<file path="src/rtl/aq_axi_sdma64_sched.sv">
// In-order descriptor queue feeding the sdma64 write/read engines through a
// START/READY one-shot handshake, with retire counting and a sticky interrupt.
module aq_axi_sdma64_sched #(
   parameter int unsigned DEPTH_LOG2 = 2
) (
   input  logic                  ACLK,
   input  logic                  ARESETN,
   input  logic                  JOB_VALID,
   output logic                  JOB_READY,
   input  logic                  JOB_DIR,
   input  logic [31:0]           JOB_ADRS,
   input  logic [31:0]           JOB_COUNT,
   input  logic                  JOB_IRQ,
   input  logic                  CLEAR,
   input  logic                  INT_CLEAR,
   output logic                  WR_START,
   output logic [31:0]           WR_ADRS,
   output logic [31:0]           WR_COUNT,
   input  logic                  WR_READY,
   input  logic                  WR_INT,
   output logic                  RD_START,
   output logic [31:0]           RD_ADRS,
   output logic [31:0]           RD_COUNT,
   input  logic                  RD_READY,
   input  logic                  RD_INT,
   output logic [DEPTH_LOG2:0]   PENDING,
   output logic [15:0]           DONE_COUNT,
   output logic                  BUSY,
   output logic                  INTERRUPT
);

   localparam int unsigned Depth = 1 << DEPTH_LOG2;
   localparam logic [DEPTH_LOG2:0]   DepthL  = (DEPTH_LOG2 + 1)'(Depth);
   localparam logic [DEPTH_LOG2-1:0] PtrOne  = 1;
   localparam logic [DEPTH_LOG2:0]   PendOne = 1;

   typedef enum logic [1:0] {StIdle, StIssue, StRun} st_e;

   logic [DEPTH_LOG2-1:0] wptr_q, wptr_d, rptr_q, rptr_d;
   logic [DEPTH_LOG2:0]   pend_q, pend_d;
   logic                  mem_dir_q   [Depth];
   logic [31:0]           mem_adrs_q  [Depth];
   logic [31:0]           mem_count_q [Depth];
   logic                  mem_irq_q   [Depth];

   st_e         wr_st_q, wr_st_d, rd_st_q, rd_st_d;
   logic [31:0] wr_adrs_q, wr_adrs_d, wr_count_q, wr_count_d;
   logic [31:0] rd_adrs_q, rd_adrs_d, rd_count_q, rd_count_d;
   logic        wr_irq_q, wr_irq_d, rd_irq_q, rd_irq_d;
   logic [15:0] done_q, done_d;
   logic        int_q, int_d;

   logic        push, pop, head_valid, head_dir, head_irq, head_zero;
   logic [31:0] head_adrs, head_count;
   logic        wr_go, rd_go, zero_go, wr_ret, rd_ret, irq_hit;
   logic [1:0]  retire_n;

   assign head_valid = (pend_q != '0);
   assign head_dir   = mem_dir_q[rptr_q];
   assign head_adrs  = mem_adrs_q[rptr_q];
   assign head_count = mem_count_q[rptr_q];
   assign head_irq   = mem_irq_q[rptr_q];
   assign head_zero  = (head_count == 32'd0);

   assign JOB_READY = (pend_q != DepthL) && !CLEAR;
   assign push      = JOB_VALID && JOB_READY;

   // Only the head is examined; CLEAR suppresses any dispatch that cycle
   assign wr_go   = !CLEAR && head_valid && !head_dir && !head_zero &&
                    (wr_st_q == StIdle) && WR_READY;
   assign rd_go   = !CLEAR && head_valid && head_dir && !head_zero &&
                    (rd_st_q == StIdle) && RD_READY;
   assign zero_go = !CLEAR && head_valid && head_zero;
   assign pop     = wr_go || rd_go || zero_go;

   always_comb begin
      wptr_d = wptr_q;
      rptr_d = rptr_q;
      pend_d = pend_q;
      if (CLEAR) begin
         wptr_d = '0;
         rptr_d = '0;
         pend_d = '0;
      end else begin
         if (push) wptr_d = wptr_q + PtrOne;
         if (pop)  rptr_d = rptr_q + PtrOne;
         if (push && !pop)      pend_d = pend_q + PendOne;
         else if (!push && pop) pend_d = pend_q - PendOne;
      end
   end

   always_comb begin
      wr_st_d    = wr_st_q;
      wr_adrs_d  = wr_adrs_q;
      wr_count_d = wr_count_q;
      wr_irq_d   = wr_irq_q;
      wr_ret     = 1'b0;
      unique case (wr_st_q)
         StIdle: if (wr_go) begin
            wr_st_d    = StIssue;
            wr_adrs_d  = head_adrs;
            wr_count_d = head_count;
            wr_irq_d   = head_irq;
         end
         StIssue: if (!WR_READY) wr_st_d = StRun;
         StRun: if (WR_INT) begin
            wr_st_d = StIdle;
            wr_ret  = 1'b1;
         end
         default: wr_st_d = StIdle;
      endcase
   end

   always_comb begin
      rd_st_d    = rd_st_q;
      rd_adrs_d  = rd_adrs_q;
      rd_count_d = rd_count_q;
      rd_irq_d   = rd_irq_q;
      rd_ret     = 1'b0;
      unique case (rd_st_q)
         StIdle: if (rd_go) begin
            rd_st_d    = StIssue;
            rd_adrs_d  = head_adrs;
            rd_count_d = head_count;
            rd_irq_d   = head_irq;
         end
         StIssue: if (!RD_READY) rd_st_d = StRun;
         StRun: if (RD_INT) begin
            rd_st_d = StIdle;
            rd_ret  = 1'b1;
         end
         default: rd_st_d = StIdle;
      endcase
   end

   always_comb begin
      retire_n = {1'b0, wr_ret} + {1'b0, rd_ret} + {1'b0, zero_go};
      done_d   = done_q + 16'(retire_n);
      irq_hit  = (wr_ret && wr_irq_q) || (rd_ret && rd_irq_q) || (zero_go && head_irq);
      int_d    = int_q;
      if (irq_hit)        int_d = 1'b1;
      else if (INT_CLEAR) int_d = 1'b0;
   end

   always_ff @(posedge ACLK or negedge ARESETN) begin
      if (!ARESETN) begin
         wptr_q     <= '0;
         rptr_q     <= '0;
         pend_q     <= '0;
         wr_st_q    <= StIdle;
         rd_st_q    <= StIdle;
         wr_adrs_q  <= '0;
         wr_count_q <= '0;
         wr_irq_q   <= 1'b0;
         rd_adrs_q  <= '0;
         rd_count_q <= '0;
         rd_irq_q   <= 1'b0;
         done_q     <= '0;
         int_q      <= 1'b0;
      end else begin
         wptr_q     <= wptr_d;
         rptr_q     <= rptr_d;
         pend_q     <= pend_d;
         wr_st_q    <= wr_st_d;
         rd_st_q    <= rd_st_d;
         wr_adrs_q  <= wr_adrs_d;
         wr_count_q <= wr_count_d;
         wr_irq_q   <= wr_irq_d;
         rd_adrs_q  <= rd_adrs_d;
         rd_count_q <= rd_count_d;
         rd_irq_q   <= rd_irq_d;
         done_q     <= done_d;
         int_q      <= int_d;
      end
   end

   // Descriptor storage needs no reset; occupancy gates every read
   always_ff @(posedge ACLK) begin
      if (push) begin
         mem_dir_q[wptr_q]   <= JOB_DIR;
         mem_adrs_q[wptr_q]  <= JOB_ADRS;
         mem_count_q[wptr_q] <= JOB_COUNT;
         mem_irq_q[wptr_q]   <= JOB_IRQ;
      end
   end

   assign WR_START   = (wr_st_q == StIssue);
   assign RD_START   = (rd_st_q == StIssue);
   assign WR_ADRS    = wr_adrs_q;
   assign WR_COUNT   = wr_count_q;
   assign RD_ADRS    = rd_adrs_q;
   assign RD_COUNT   = rd_count_q;
   assign PENDING    = pend_q;
   assign DONE_COUNT = done_q;
   assign BUSY       = head_valid || (wr_st_q != StIdle) || (rd_st_q != StIdle);
   assign INTERRUPT  = int_q;

endmodule

</file>
<file path="config.mk">
export PLATFORM = sky130hd
export DESIGN_NAME = aq_axi_sdma64_sched
export DESIGN_NICKNAME = d
export VERILOG_FILES = /design/src/rtl/aq_axi_sdma64_sched.sv
export SDC_FILE = /design/constraint.sdc
export NUM_CORES = 1
export LEC_CHECK = 0
export CAP_MARGIN = 15
export CORE_MARGIN = 5
export CORE_UTILIZATION = 51
export CTS_BUF_LIST = sky130_fd_sc_hd__clkbuf_8 sky130_fd_sc_hd__clkbuf_16
export DETAILED_ROUTE_END_ITERATION = 8
export DONT_BUFFER_PORTS = 1
export PLACE_DENSITY = 0.75
export REMOVE_ABC_BUFFERS = 1
export SYNTH_ARGS = -nofsm -noshare
export SYNTH_HDL_FRONTEND = slang
export SYNTH_SLANG_ARGS = --single-unit
</file>
<file path="constraint.sdc">
create_clock -name ACLK -period 3.7 [get_ports ACLK]
set_input_delay 0.74 -clock ACLK [delete_from_list [all_inputs] [get_ports ACLK]]
set_output_delay 0.74 -clock ACLK [all_outputs]
set_load 0.005 [all_outputs]
</file>
# [After elaboration in Yosys (flattened, before gate mapping)]
# Memory sizes are Yosys's and may differ from the RTL's.
# Cells that the tools add are included.
[word_totals] ff_bits=158 mem_bits_rw=264 inputBits=75 output_inout_bits=152 n_memories=4
[op_classes] add_sub_neg=7 n_eq_ne=11 n_mux=23 reduce_logical=42
[memory_table] name="mem_adrs_q" words=4 width=32 read_ports=1 rd_ports_with_merged_regs=0 wr=1 line_no="42" source="logic [31:0] mem_adrs_q [Depth];"
[memory_table] name="mem_count_q" words=4 width=32 read_ports=1 rd_ports_with_merged_regs=0 wr=1 line_no="43" source="logic [31:0] mem_count_q [Depth];"
[memory_table] name="mem_dir_q" words=4 width=1 read_ports=1 rd_ports_with_merged_regs=0 wr=1 line_no="41" source="logic mem_dir_q [Depth];"
[memory_table] name="mem_irq_q" words=4 width=1 read_ports=1 rd_ports_with_merged_regs=0 wr=1 line_no="44" source="logic mem_irq_q [Depth];"
[op_table] cell="$logic_not 32->1" n=1
[op_table] cell="$mux 2" n=10
[op_table] cell="$logic_and 1x1->1" n=17
[op_table] cell="$add 16x2->16" n=1
[op_table] cell="$ne 2x2->1 const B" n=6
[op_table] cell="$pmux 2 s3" n=2
[op_table] cell="$reduce_bool 2->1" n=5
[op_table] cell="$mux 3" n=3
[op_table] cell="$mux 1" n=8
[op_table] cell="$logic_or 1x1->1" n=6
[op_table] cell="$reduce_and 3->1" n=2
[op_table] cell="$reduce_bool 3->1" n=2
[op_table] cell="$logic_not 1->1" n=5
[op_table] cell="$add 2x1->2 const B" n=2
[op_table] cell="$eq 2x1->1 const B" n=2
[op_table] cell="$eq 2x2->1 const B" n=2
[op_table] cell="$logic_not 2->1" n=2
[op_table] cell="$reduce_and 2->1" n=2
[op_table] cell="$add 3x1->3 const B" n=1
[op_table] cell="$ne 3x3->1 const B" n=1
[op_table] cell="$sub 3x1->3 const B" n=1
[op_table] cell="$add 1x1->2" n=1
[op_table] cell="$add 2x1->2" n=1

# [Depth between registers and ports, before layout]
[depth] ltp_word=12 ltp_mapped=15 ltp_nobuf=13

# [Worst setup path before layout]
# No wires, ideal clock.
[synth_timing] path_kind="reg2reg" from="register rptr_q[0]" to="register done_q[12] (netlist: DONE_COUNT[12])" arrival_time_ns=3.414 required_ns=3.620 slack_ns=0.206 path_stages_with_launch=16 path_buffers=2 cell_sequence="dfrtp_1 -> clkbuf_1 -> buf_4 -> mux4_2 -> nor4_1 -> nand4_1 -> nor2_2 -> nand2_1 -> fa_1 -> inv_1 -> ha_1 -> fa_1 -> nand4_1 -> nor2_1 -> nand3_1 -> xnor2_1"
[synth_between] elab_chain_cells=5
[synth_lines] item="from (decl)" line_no="39" source="logic [DEPTH_LOG2-1:0] wptr_q, wptr_d, rptr_q, rptr_d;"
[synth_lines] item="from (signal assigned)" line_no="162" source="rptr_q <= rptr_d;"
[synth_lines] item="$mem_v2 4x32"
[synth_lines] item="$logic_not 32->1" line_no="63" source="assign head_zero = (head_count == 32'd0);"
[synth_lines] item="$logic_and 1x1->1" line_no="73" source="assign zero_go = !CLEAR && head_valid && head_zero;"
[synth_lines] item="$add 2x1->2" line_no="137" source="retire_n = {1'b0, wr_ret} + {1'b0, rd_ret} + {1'b0, zero_go};"
[synth_lines] item="$add 16x2->16" line_no="138" source="done_d = done_q + 16'(retire_n);"
[synth_lines] item="via done_d[12]" line_no="50" source="logic [15:0] done_q, done_d;"
[synth_lines] item="to (signal assigned)" line_no="172" source="done_q <= done_d;"
[synth_lines] item="to (decl)" line_no="50"
# The timed path passes the listed nets, and every way through them passes these cells.
# A chain may end at the register's enable or synchronous reset.

# [Worst setup path after layout]
# Same ends and word-level chain as after synthesis.

==> metrics.md <==
| Metric | Value |
|---|---|
| Outcome | `finished, violations left` |
| Failing checks | `hold timing, setup timing` |
| Seq/Total Area, Yosys | `74.8%` |
| Top post-synthesis cells by count | `264 x edfxtp_1, 158 x dfrtp_1, 78 x mux2_1, 66 x mux4_2, 52 x mux2_2` |
| Net Sw Frac | `25.8%` |
| Top Ports | `227` |
| Final Power | `13.4 mW` |
| Power share of the clock group | `32.9%` |
| EDFF count, synth | `264` |
| Asr flop ratio synth | `37.4%` |
| Initial antenna violation count | `0` |
| Leak pwr | `6.84 nW` |
| Switching Power | `3.46 mW` |
| Max Root-Sink Buffers | `3` |
| Layout Nets | `944` |
| R2r setup slk | `-60 ps` |
| Initial drt markers | `363` |
| Die area | `34800 µm²` |
| Drt wl/cell | `25.0 µm` |
| Max transition margin | `54.5%` |
| Met2 Usage GRT | `30.1%` |
| CTS sink count | `422` |
| Gr ovfl total | `0` |
| Total global-route track usage | `18.4%` |
| Final cycle utilization of the critical path | `101%` |
| Cell variety after synth | `40` |
| Reg2Reg Capture Point | `DONE_COUNT[12]$_DFF_PN0_` |
| Vias per cell | `5.73` |
| Logic pwr share | `16.7%` |
| CP max FO | `5` |
| Routed WL | `32.2 mm` |
| First-pass GRT wire length | `50.1 mm` |
| Critical path startpoint | `rptr_q[0]$_DFFE_PN0P_` |
| RSZ-0062 raised after global routing | `true` |
| Element type at the critical path end | `flip-flop` |
| Avg Inst Size Synth | `20.5 µm²` |
| Root buffer selected by CTS | `clkbuf_16` |
| Share of layout cells above drive strength 1 | `31.5%` |
| Synth area leader | `edfxtp_1` |
| Proportion of power drawn by flip-flops and latches | `50.4%` |
| Port Buf Inserts | `0` |
| CTS tree | `done` |
| Final HPWL DP | `20.8 mm` |
| DR pass1 iterations | `5` |
| P_int | `9.95 mW` |
| Remaining DRCs | `0` |
| Ys Warns | `0` |
| CP Data Arrival Time | `4170 ps` |
| Total vias in the final route | `7399` |
| Power Density | `721 nW/µm²` |
| Largest net degree at the start of global routing | `159` |
| Post-Syn Area | `15900 µm²` |
| CTS Buf Count | `43` |
| #FFs+latches synth | `422` |
| Worst-Margin Slew | `679 ps` |
| Core Box Area | `30700 µm²` |
| Final Skew | `15.8 ps` |
| Area Growth Syn to Fin | `17.2%` |
| HP Class | `input pin to async pin` |
| # setup viols final | `8` |
| Die Ht | `186 µm` |
| Met1 Track Usage GR | `23.3%` |
| Synth top area share | `49.9%` |
| Max Fclk | `266 MHz` |
| Sum Neg Setup Slack | `-147 ps` |
| Starting density of the core | `51.8%` |
| Count leader, synth | `edfxtp_1` |
| Die Wd | `186 µm` |
| Critical path, cell by cell | `buf_12 -> buf_16 -> mux4_2 -> nor4_4 -> buf_4 -> nand4_1 -> nor2_2 -> nand2_2 -> fa_1 -> inv_1 -> ha_2 -> fa_2 -> nand4_1 -> nor2_2 -> nand3_2 -> xnor2_1` |
| Worst EP required | `4110 ps` |
| Setup ws final | `-55.0 ps` |
| Predominant post-synthesis flop cell | `edfxtp_1` |
| Largest stage delay on the critical path | `520 ps` |
| Crit path to | `DONE_COUNT[12]$_DFF_PN0_` |
| Hold slack final | `-82.5 ps` |
| Antenna diode count | `0` |
| Clk slew on worst S/H paths | `60 ps` |
| Max Cap Viol | `0` |
| Crit start category | `flip-flop` |
| GRT busiest layer | `met2` |
| Tmin final | `3760 ps` |
| GPL Wtd Cong | `0.763` |
| Slew Limit Fails | `0` |
| Slowest cell on crit path | `dfrtp_4` |
| Clock H-tree levels | `2` |
| Row cnt | `64` |
| Later-pin clock latency in the skew report | `530 ps` |
| Worst Reg-to-Reg Cells | `16` |
| Mapped Cells | `776` |
| Post-DRT Antenna Nets | `0` |
| Synth area leaders | `edfxtp_1 50%, dfrtp_1 25%, mux4_2 9.4%, mux2_1 5.5%, mux2_2 3.7%` |
| Worst vdd ir | `0.000514 V` |
| Met3 GRT Util | `7.74%` |
| Kind of critical path | `flip-flop to flip-flop` |
| Final hold violation count | `127` |
| Number of global-route vias before repair | `8103` |
| RR Startpoint | `rptr_q[0]$_DFFE_PN0P_` |
[sequential cells by signal, indices dropped and copies added, names as in the netlist]
name,cells
mem_adrs_q,128
mem_count_q,128
RD_ADRS,32
RD_COUNT,32
WR_ADRS,32
WR_COUNT,32
DONE_COUNT,16
mem_dir_q,4
mem_irq_q,4
PENDING,3
rd_st_q,2
rptr_q,2
wptr_q,2
wr_st_q,2
INTERRUPT,1
rd_irq_q,1
wr_irq_q,1
[per-layer routing]
metal | wire length (µm) | up-vias | part of all wire, %
li1 | - | 3213 | -
met4 | 540 | 0 | 1.7
met1 | 12500 | 3886 | 39
met5 | 0 | - | 0
met3 | 3390 | 44 | 11
met2 | 15800 | 256 | 49
[repair_timing]
action                     4_1_cts  5_1_grt
gates resized for setup         13       15
pin swaps                        4       13
cloned                           2        1
hold endpoints to repair       158      158
setup endpoints to repair       10       12
setup buffers                    2       14
[worst min path at each step]
stage	start	to	cells past startpoint
6_report	ARESETN	RD_ADRS[3]$_DFFE_PN0P_	0
5_1_grt	ARESETN	RD_ADRS[3]$_DFFE_PN0P_	0
4_1_cts	ARESETN	RD_COUNT[18]$_DFFE_PN0P_	0
3_5_place_dp	ARESETN	RD_ADRS[3]$_DFFE_PN0P_	0
3_3_place_gp	ARESETN	RD_ADRS[3]$_DFFE_PN0P_	0
2_1_floorplan	ARESETN	DONE_COUNT[0]$_DFF_PN0_	0
[layout by cell type (no fill, tap or decap), drive strengths merged, types with 4 or more instances in the layout]
cell    netlist  final
edfxtp      264    264
dfrtp       158    158
mux2        130    130
buf          22     69
mux4         66     66
clkbuf        9     55
inv          11     19
nand2        17     17
clkinv        0     14
xnor2        12     12
nor2         10     10
nor4          9      9
nand2b        8      8
nand3         7      7
o21ai         6      6
ha            6      6
nand4         5      5
and3          5      5
xor2          4      4
bufinv        0      4
[cell type report]
cell class | count | area (µm²)
Sequential cell | 422 | 11900
Clock buffer | 54 | 1250
Tap cell | 396 | 495
Inverter | 11 | 41.3
Timing Repair Buffer | 70 | 807
Multi-Input combinational cell | 312 | 3880
Clock inverter | 26 | 243
Fill cell | 2114 | 12100
[critical path, delay by kind of cell, from the launching register on]
family	cells	cell delay, ps
simple gates	7	1160
fa+ha+maj	3	870
flops	1	520
buf+inv	4	480
mux	1	470
xor+xnor	1	140
[stage by stage]
step                setup slack, ps  cells  utilization [%]  instance area (µm²)  hold WS, ps
CTS                            4.10   1276             60.0                18400         -112
finish                        -55.0   1291             60.7                18600        -82.5
detailed placement             -184   1192             54.7                16800          451
global placement               -120   1192             54.7                16800          451
global route                   -267   1291             60.7                18600         -108
floorplan                     -2440    745                -                15700          444
[cells by family after synthesis]
group,count (synthesis),synth area share [%]
flops,422,74.8
mux,199,18.8
simple gates,74,2.49
buf+inv,42,1.58
xor+xnor,16,0.883
compound gates,14,0.575
fa+ha+maj,9,0.851
[power by group through the flow]
| stage | registers, mW | clock network [mW] | logic (mW) |
|---|---|---|---|
| 3_5_place_dp | 6.87 | 0 | 2.08 |
| 5_1_grt | 6.88 | 4.74 | 2.47 |
| 2_1_floorplan | 6.67 | 0 | 1.40 |
| 4_1_cts | 6.79 | 4.52 | 2.18 |
| 3_3_place_gp | 6.84 | 0 | 2.00 |
| 6_report | 6.76 | 4.42 | 2.24 |
No activity file was read; power rests on OpenSTA's default activity.
